==> src/rtl/mult_sched_pkg.sv <==
// Shared types and constants for the multiplier scheduler.
// No logic, so no latency.
// No flow control; only typedefs and constants live here.
package mult_sched_pkg;

    localparam int BLOCK_LEN   = 64;
    localparam int OP_W        = 16;
    localparam int RES_W       = 32;
    localparam int MAX_CLIENTS = 4;

    typedef enum logic [2:0] {
        IDLE,
        FILL,
        KICK,
        DRAIN,
        DONE
    } state_t;

    typedef logic [$clog2(MAX_CLIENTS)-1:0] client_id_t;

endpackage

==> src/rtl/mult_scheduler_rr_arbiter.sv <==
// Round-robin pick of the first requester at or after the priority pointer.
// Purely combinational, zero latency.
// No backpressure; the pointer register is owned by the parent.
module rr_arbiter #(
    parameter int N    = 2,
    parameter int ID_W = $clog2(N)
) (
    input  logic [N-1:0]    req_i,
    input  logic [ID_W-1:0] ptr_i,
    output logic [N-1:0]    gnt_o,
    output logic [ID_W-1:0] gnt_id_o,
    output logic            gnt_vld_o
);

    // Walk the request vector starting at the pointer, wrapping once.
    always_comb begin
        int             pos;
        logic [ID_W-1:0] idx;
        gnt_o     = '0;
        gnt_id_o  = '0;
        gnt_vld_o = 1'b0;
        pos       = 0;
        idx       = '0;
        for (int i = 0; i < N; i++) begin
            pos = int'(ptr_i) + i;
            if (pos >= N) begin
                pos = pos - N;
            end
            idx = ID_W'(pos);
            if (!gnt_vld_o && req_i[idx]) begin
                gnt_vld_o  = 1'b1;
                gnt_o[idx] = 1'b1;
                gnt_id_o   = idx;
            end
        end
    end

endmodule

==> src/rtl/mult_scheduler.sv <==
// Time-shares one block multiplier between clients: fill 64 beats, block-read, return tagged products.
// Operand path is combinational pass-through; results appear 1 cycle after VALID_memVal.
// Operand beats stall on client op_valid or RDY_mult; results have no backpressure.
module mult_scheduler #(
    parameter int NUM_CLIENTS = 2,
    parameter int BLOCK_LEN   = mult_sched_pkg::BLOCK_LEN,
    parameter int OP_W        = mult_sched_pkg::OP_W,
    parameter int RES_W       = mult_sched_pkg::RES_W
) (
    input  logic                           CLK,
    input  logic                           rst,
    input  logic [NUM_CLIENTS-1:0]         req,
    input  logic [NUM_CLIENTS-1:0]         op_valid,
    input  logic [NUM_CLIENTS*OP_W-1:0]    op_a,
    input  logic [NUM_CLIENTS*OP_W-1:0]    op_b,
    output logic [NUM_CLIENTS-1:0]         op_ready,
    output logic                           res_valid,
    output logic [RES_W-1:0]               res_data,
    output logic [$clog2(NUM_CLIENTS)-1:0] res_id,
    output logic [NUM_CLIENTS-1:0]         done,
    output logic                           busy,
    output logic                           EN_mult,
    output logic [OP_W-1:0]                mult_input0,
    output logic [OP_W-1:0]                mult_input1,
    input  logic                           RDY_mult,
    output logic                           EN_blockRead,
    input  logic                           VALID_memVal,
    input  logic [RES_W-1:0]               memVal_data
);

    import mult_sched_pkg::*;

    localparam int ID_W  = $clog2(NUM_CLIENTS);
    localparam int CNT_W = $clog2(BLOCK_LEN) + 1;

    state_t             state_q;
    logic [ID_W-1:0]    gnt_id_q;
    logic [ID_W-1:0]    ptr_q;
    logic [CNT_W-1:0]   beat_cnt_q;
    logic [CNT_W-1:0]   word_cnt_q;
    logic               res_valid_q;
    logic [RES_W-1:0]   res_data_q;
    logic [ID_W-1:0]    res_id_q;

    logic [NUM_CLIENTS-1:0] arb_gnt;
    logic [ID_W-1:0]        arb_id;
    logic                   arb_vld;
    logic [NUM_CLIENTS-1:0] gnt_oh;
    logic [OP_W-1:0]        a_arr [NUM_CLIENTS];
    logic [OP_W-1:0]        b_arr [NUM_CLIENTS];
    logic                   in_fill;
    logic                   beat_fire;
    logic                   word_fire;

    rr_arbiter #(
        .N    (NUM_CLIENTS),
        .ID_W (ID_W)
    ) u_arb (
        .req_i     (req),
        .ptr_i     (ptr_q),
        .gnt_o     (arb_gnt),
        .gnt_id_o  (arb_id),
        .gnt_vld_o (arb_vld)
    );

    for (genvar c = 0; c < NUM_CLIENTS; c++) begin : g_unpack
        assign a_arr[c] = op_a[c*OP_W +: OP_W];
        assign b_arr[c] = op_b[c*OP_W +: OP_W];
    end

    // One-hot view of the held grant, used for op_ready and done.
    always_comb begin
        gnt_oh           = '0;
        gnt_oh[gnt_id_q] = 1'b1;
    end

    assign in_fill   = (state_q == FILL);
    assign beat_fire = in_fill && op_valid[gnt_id_q] && RDY_mult;
    assign word_fire = ((state_q == KICK) || (state_q == DRAIN)) && VALID_memVal;

    // Operand beats pass straight through to the multiplier; inputs read as zero when idle.
    always_comb begin
        op_ready    = (in_fill && RDY_mult) ? gnt_oh : '0;
        EN_mult     = beat_fire;
        mult_input0 = beat_fire ? a_arr[gnt_id_q] : '0;
        mult_input1 = beat_fire ? b_arr[gnt_id_q] : '0;
    end

    // Block-read request is held through KICK but dropped in the cycle the first product shows up.
    assign EN_blockRead = (state_q == KICK) && !VALID_memVal;

    assign busy      = in_fill || (state_q == KICK) || (state_q == DRAIN);
    assign done      = (state_q == DONE) ? gnt_oh : '0;
    assign res_valid = res_valid_q;
    assign res_data  = res_data_q;
    assign res_id    = res_id_q;

    // Job sequencing: grant, count operand beats, count returned products, advance rr pointer.
    always_ff @(posedge CLK or posedge rst) begin
        if (rst) begin
            state_q     <= IDLE;
            gnt_id_q    <= '0;
            ptr_q       <= '0;
            beat_cnt_q  <= '0;
            word_cnt_q  <= '0;
            res_valid_q <= 1'b0;
            res_data_q  <= '0;
            res_id_q    <= '0;
        end else begin
            res_valid_q <= 1'b0;
            case (state_q)
                IDLE: begin
                    if (arb_vld && RDY_mult) begin
                        gnt_id_q   <= arb_id;
                        beat_cnt_q <= '0;
                        word_cnt_q <= '0;
                        state_q    <= FILL;
                    end
                end
                FILL: begin
                    if (beat_fire) begin
                        beat_cnt_q <= beat_cnt_q + 1'b1;
                        if (beat_cnt_q == CNT_W'(BLOCK_LEN - 1)) begin
                            state_q <= KICK;
                        end
                    end
                end
                KICK, DRAIN: begin
                    if (word_fire) begin
                        res_valid_q <= 1'b1;
                        res_data_q  <= memVal_data;
                        res_id_q    <= gnt_id_q;
                        word_cnt_q  <= word_cnt_q + 1'b1;
                        state_q     <= (word_cnt_q == CNT_W'(BLOCK_LEN - 1)) ? DONE : DRAIN;
                    end
                end
                DONE: begin
                    ptr_q   <= (gnt_id_q == ID_W'(NUM_CLIENTS - 1)) ? '0 : gnt_id_q + 1'b1;
                    state_q <= IDLE;
                end
                default: state_q <= IDLE;
            endcase
        end
    end

endmodule

==> config.mk <==
export PLATFORM = sky130hd
export DESIGN_NAME = mult_scheduler
export DESIGN_NICKNAME = d
export VERILOG_FILES = /design/src/rtl/mult_sched_pkg.sv /design/src/rtl/mult_scheduler_rr_arbiter.sv /design/src/rtl/mult_scheduler.sv
export SDC_FILE = /design/constraint.sdc
export NUM_CORES = 1
export LEC_CHECK = 0
export BUFFER_PORTS_ARGS = -buffer_cell sky130_fd_sc_hd__buf_2
export CORE_ASPECT_RATIO = 0.8
export CORE_MARGIN = 2
export CORE_UTILIZATION = 43
export DETAILED_ROUTE_END_ITERATION = 8
export PLACE_DENSITY = 0.81
export SLEW_MARGIN = 20
export SYNTH_ARGS = -nofsm -noshare
export SYNTH_HDL_FRONTEND = slang
export SYNTH_SLANG_ARGS = --single-unit
==> constraint.sdc <==
create_clock -name CLK -period 1.95 [get_ports CLK]
set_input_delay 0.195 -clock CLK [delete_from_list [all_inputs] [get_ports CLK]]
set_output_delay 0.195 -clock CLK [all_outputs]
set_load 0.02 [all_outputs]
==> impl_metrics.json <==
{
  "port_buffers": 176,
  "layout_setup_ws_ns": 0.107,
  "synthDistinctLibCells": 39,
  "reg2reg_slack_ns": 0.36,
  "routed_wl_mm": 7.78,
  "power.density_mw_per_mm2": 674,
  "yosys_register_bits": 53,
  "track_usage_pct": 21.4,
  "clk_path_buf_depth": 2,
  "postLayoutCellArea_mm2": 0.00391,
  "syn_nets": 424,
  "drive_gt1_share_pct": 41.6,
  "status": "complete, no violations",
  "path_cells": "nor3b_4, nand3_4, buf_12, nor2_1, buf_4",
  "grt_overflow": 0,
  "hold_viol_final": 0,
  "grt_max_degree": 54,
  "cts.clk_slew.worst_paths_ns": 0.10,
  "syn-cell-area_mm2": 0.00281,
  "die-area_mm2": 0.00720,
  "critical_path.startpoint_type": "flop",
  "htreeDepth": 2,
  "critPathKind": "reg -> out",
  "ys_seq_area_share_pct": 47.2,
  "vias": 2844,
  "cts_tree": "yes",
  "setup_viol": 0,
  "coreArea_mm2": 0.00634,
  "fp-row-count": 26,
  "fill_cells": 545,
  "vias_per_cell": 4.91,
  "synth_mux_area_share_pct": 12.5,
  "synth_xor_area_share_pct": 1.56,
  "clkLatencyLatePin_ns": 0.31,
  "wire_per_inst_um": 13.4,
  "slowest_stage": "dfrtp_2",
  "place_ws_ns": 0.253,
  "syn_avg_cell_area_um2": 8.84,
  "rr_endpoint": "word_cnt_q[5]",
  "timing.rr.start": "state_q[0]",
  "tightest_slew_ns": 0.665,
  "required_ns": 1.75,
  "drc_errors": 0,
  "vdd_drop_max_uv": 381,
  "slowest_delay_ns": 0.47,
  "syn_inst": 318,
  "hpwl_mm": 6.06,
  "antenna_found_initial": 0,
  "drv_cap": 0,
  "path_max_fanout": 39,
  "grt_pass1_vias": 2666,
  "multi_input_area_mm2": 0.00137,
  "gp_congestion": 0.776,
  "rsz0062_at_grt": "no",
  "path_delay_family": "simple AND/OR/NAND/NOR gates",
  "grt_pass1_wl_mm": 12.2,
  "report.final.slew_viol_count": 0,
  "cp.arrival_ns": 1.65,
  "min_period_ns": 1.84,
  "synth_edf_count": 0,
  "clock-skew-final_ns": 0.0127,
  "p_leak_nw": 2.34,
  "die_y_um": 76.3,
  "hold_path.class": "in -> async",
  "ant_nets": 0,
  "clock_sinks": 53,
  "cts_inserted_buffers": 5,
  "seq_area_mm2": 0.00133,
  "relSlewSlack_pct": 55.7,
  "cp_num_cells": 5,
  "synthArstFlopShare_pct": 100,
  "fin_crit_sh_pct": 94.5,
  "area_delta_synth_final_pct": 39.1,
  "initial_utilization_pct": 44.3,
  "synth_adder_area_share_pct": 0.890,
  "cts-root-buf": "clkbuf_8",
  "firstDrtPassIters": 4,
  "io_pins": 177,
  "drt-initial-drc-count": 136,
  "synth_compound_area_share_pct": 6.32,
  "synth_top_family_by_area": "simple AND/OR/NAND/NOR gates",
  "r2r_cells": 4,
  "die_w_um": 94.4,
  "setup.worst_path.end_class": "output pin",
  "fin_nets": 600,
  "num_antenna_cells": 0,
  "place_area_mm2": 0.00377,
  "holdWs_ns": 0.0495,
  "yosys_warnings": 0,
  "synthSimpleGateAreaFrac_pct": 27.5,
  "fin_setup_tns_ns": 0,
  "fmax_mhz": 543,
  "synth_flop_cell": "dfrtp_1",
  "crit_buf_inv": 2
}
## metrics by stage
| stage | power (mW) | util (%) | instances |
|---|---|---|---|
| 2_1_floorplan | 1.73 | - | 318 |
| 3_3_place_gp | 1.98 | 59.5 | 569 |
| 3_5_place_dp | 1.99 | 59.5 | 569 |
| 4_1_cts | 2.65 | 61.2 | 578 |
| 5_1_grt | 2.79 | 61.7 | 579 |
| 6_report | 2.64 | 61.7 | 579 |
## cell usage in the layout (no fill, tap or decap), types with 3 or more instances in the layout
cell / netlist / final
nand2_1: 109 / 109
buf_4: 1 / 10
nor2_1: 41 / 41
buf_2: 9 / 173
a22o_1: 3 / 3
o21ai_0: 9 / 9
clkbuf_8: 0 / 6
nand3_1: 10 / 10
mux2i_1: 32 / 32
and3_1: 3 / 3
xor2_1: 4 / 4
dfrtp_2: 0 / 4
dfrtp_1: 53 / 49
nor3_1: 4 / 4
inv_1: 4 / 3
a21o_1: 3 / 3
## state kept, by name, indices dropped and copies added, names as in the netlist
name        count
word_cnt_q      7
beat_cnt_q      7
res_valid       1
gnt_id_q        1
ptr_q           1
res_data       32
res_id          1
state_q         3
## cell type report
type / count / area share [%]
clock buffers: 6 / 2.11
clock inverters: 2 / 0.416
inverters: 6 / 0.640
multi-input cells: 243 / 35.0
flip-flops and latches: 53 / 34.0
well taps: 84 / 2.69
repair buffers: 185 / 25.1
## layer usage
layer / up-vias / routed length (um) / track usage (%)
met1: 1293 / 3030 / 25.1
li1: 1400 / - / -
met4: 0 / 130 / 5.65
met5: - / 0 / 0
met3: 14 / 694 / 5.54
met2: 137 / 3930 / 38.6
## where the power goes
group          internal (mW)  total (mW)  switching (mW)  leakage, nW
logic                  0.356       0.791           0.435         1.57
clock network          0.293       0.657           0.364       0.0478
registers               1.14        1.19          0.0446        0.725
## synthesized netlist by cell type, drive strengths merged (2+ instances only)
cell type,n,area share [%]
xor2,4,1.2
buf,12,2.7
nor3b,2,0.93
nor3,4,0.71
mux2,2,1.1
ha,2,0.89
o211ai,2,0.53
o21ai,9,1.6
and3,3,0.67
nand2,109,15
mux2i,32,11
inv,6,0.89
nor2,42,5.9
a21o,3,0.80
o22ai,2,0.44
nand3,11,2.4
dfrtp,53,47
a22o,3,0.93
clkbuf,4,0.53
## how the worst max path moves through the flow
stage / from / endpoint / slack [ns]
floorplan: state_q[1] / mult_input0[0] / 0.29
global placement: state_q[1] / mult_input0[10] / 0.33
detailed placement: state_q[0] / mult_input1[13] / 0.25
CTS: state_q[0] / mult_input1[13] / 0.03
global route: state_q[1] / mult_input1[13] / 0.005
finish: state_q[1] / mult_input1[13] / 0.11
## worst reg2reg max path, delay by kind of cell, from the launching register on
kind | cells | cell delay [ns]
AO/OA/AOI/OAI | 3 | 0.90
flip-flops | 1 | 0.46
AND/OR/NAND/NOR | 1 | 0.19
## logic make-up (layout without fill, tap and decap cells)
logic type	after synthesis	after routing
buf+inv	22	199
flops	53	53
mux	34	34
xor+xnor	5	5
simple gates	179	179
fa+ha+maj	2	2
compound gates	23	23
## what timing repair did
item | 4_1_cts | 5_1_grt
gates resized for setup | 1 | 8
pin swaps | 0 | 1
endpoints found under the hold margin | 0 | 0
setup endpoints to repair | 32 | 32
setup buffers | 1 | 1
hold buffers | 0 | 0
Power figures use the tool's default switching activity.
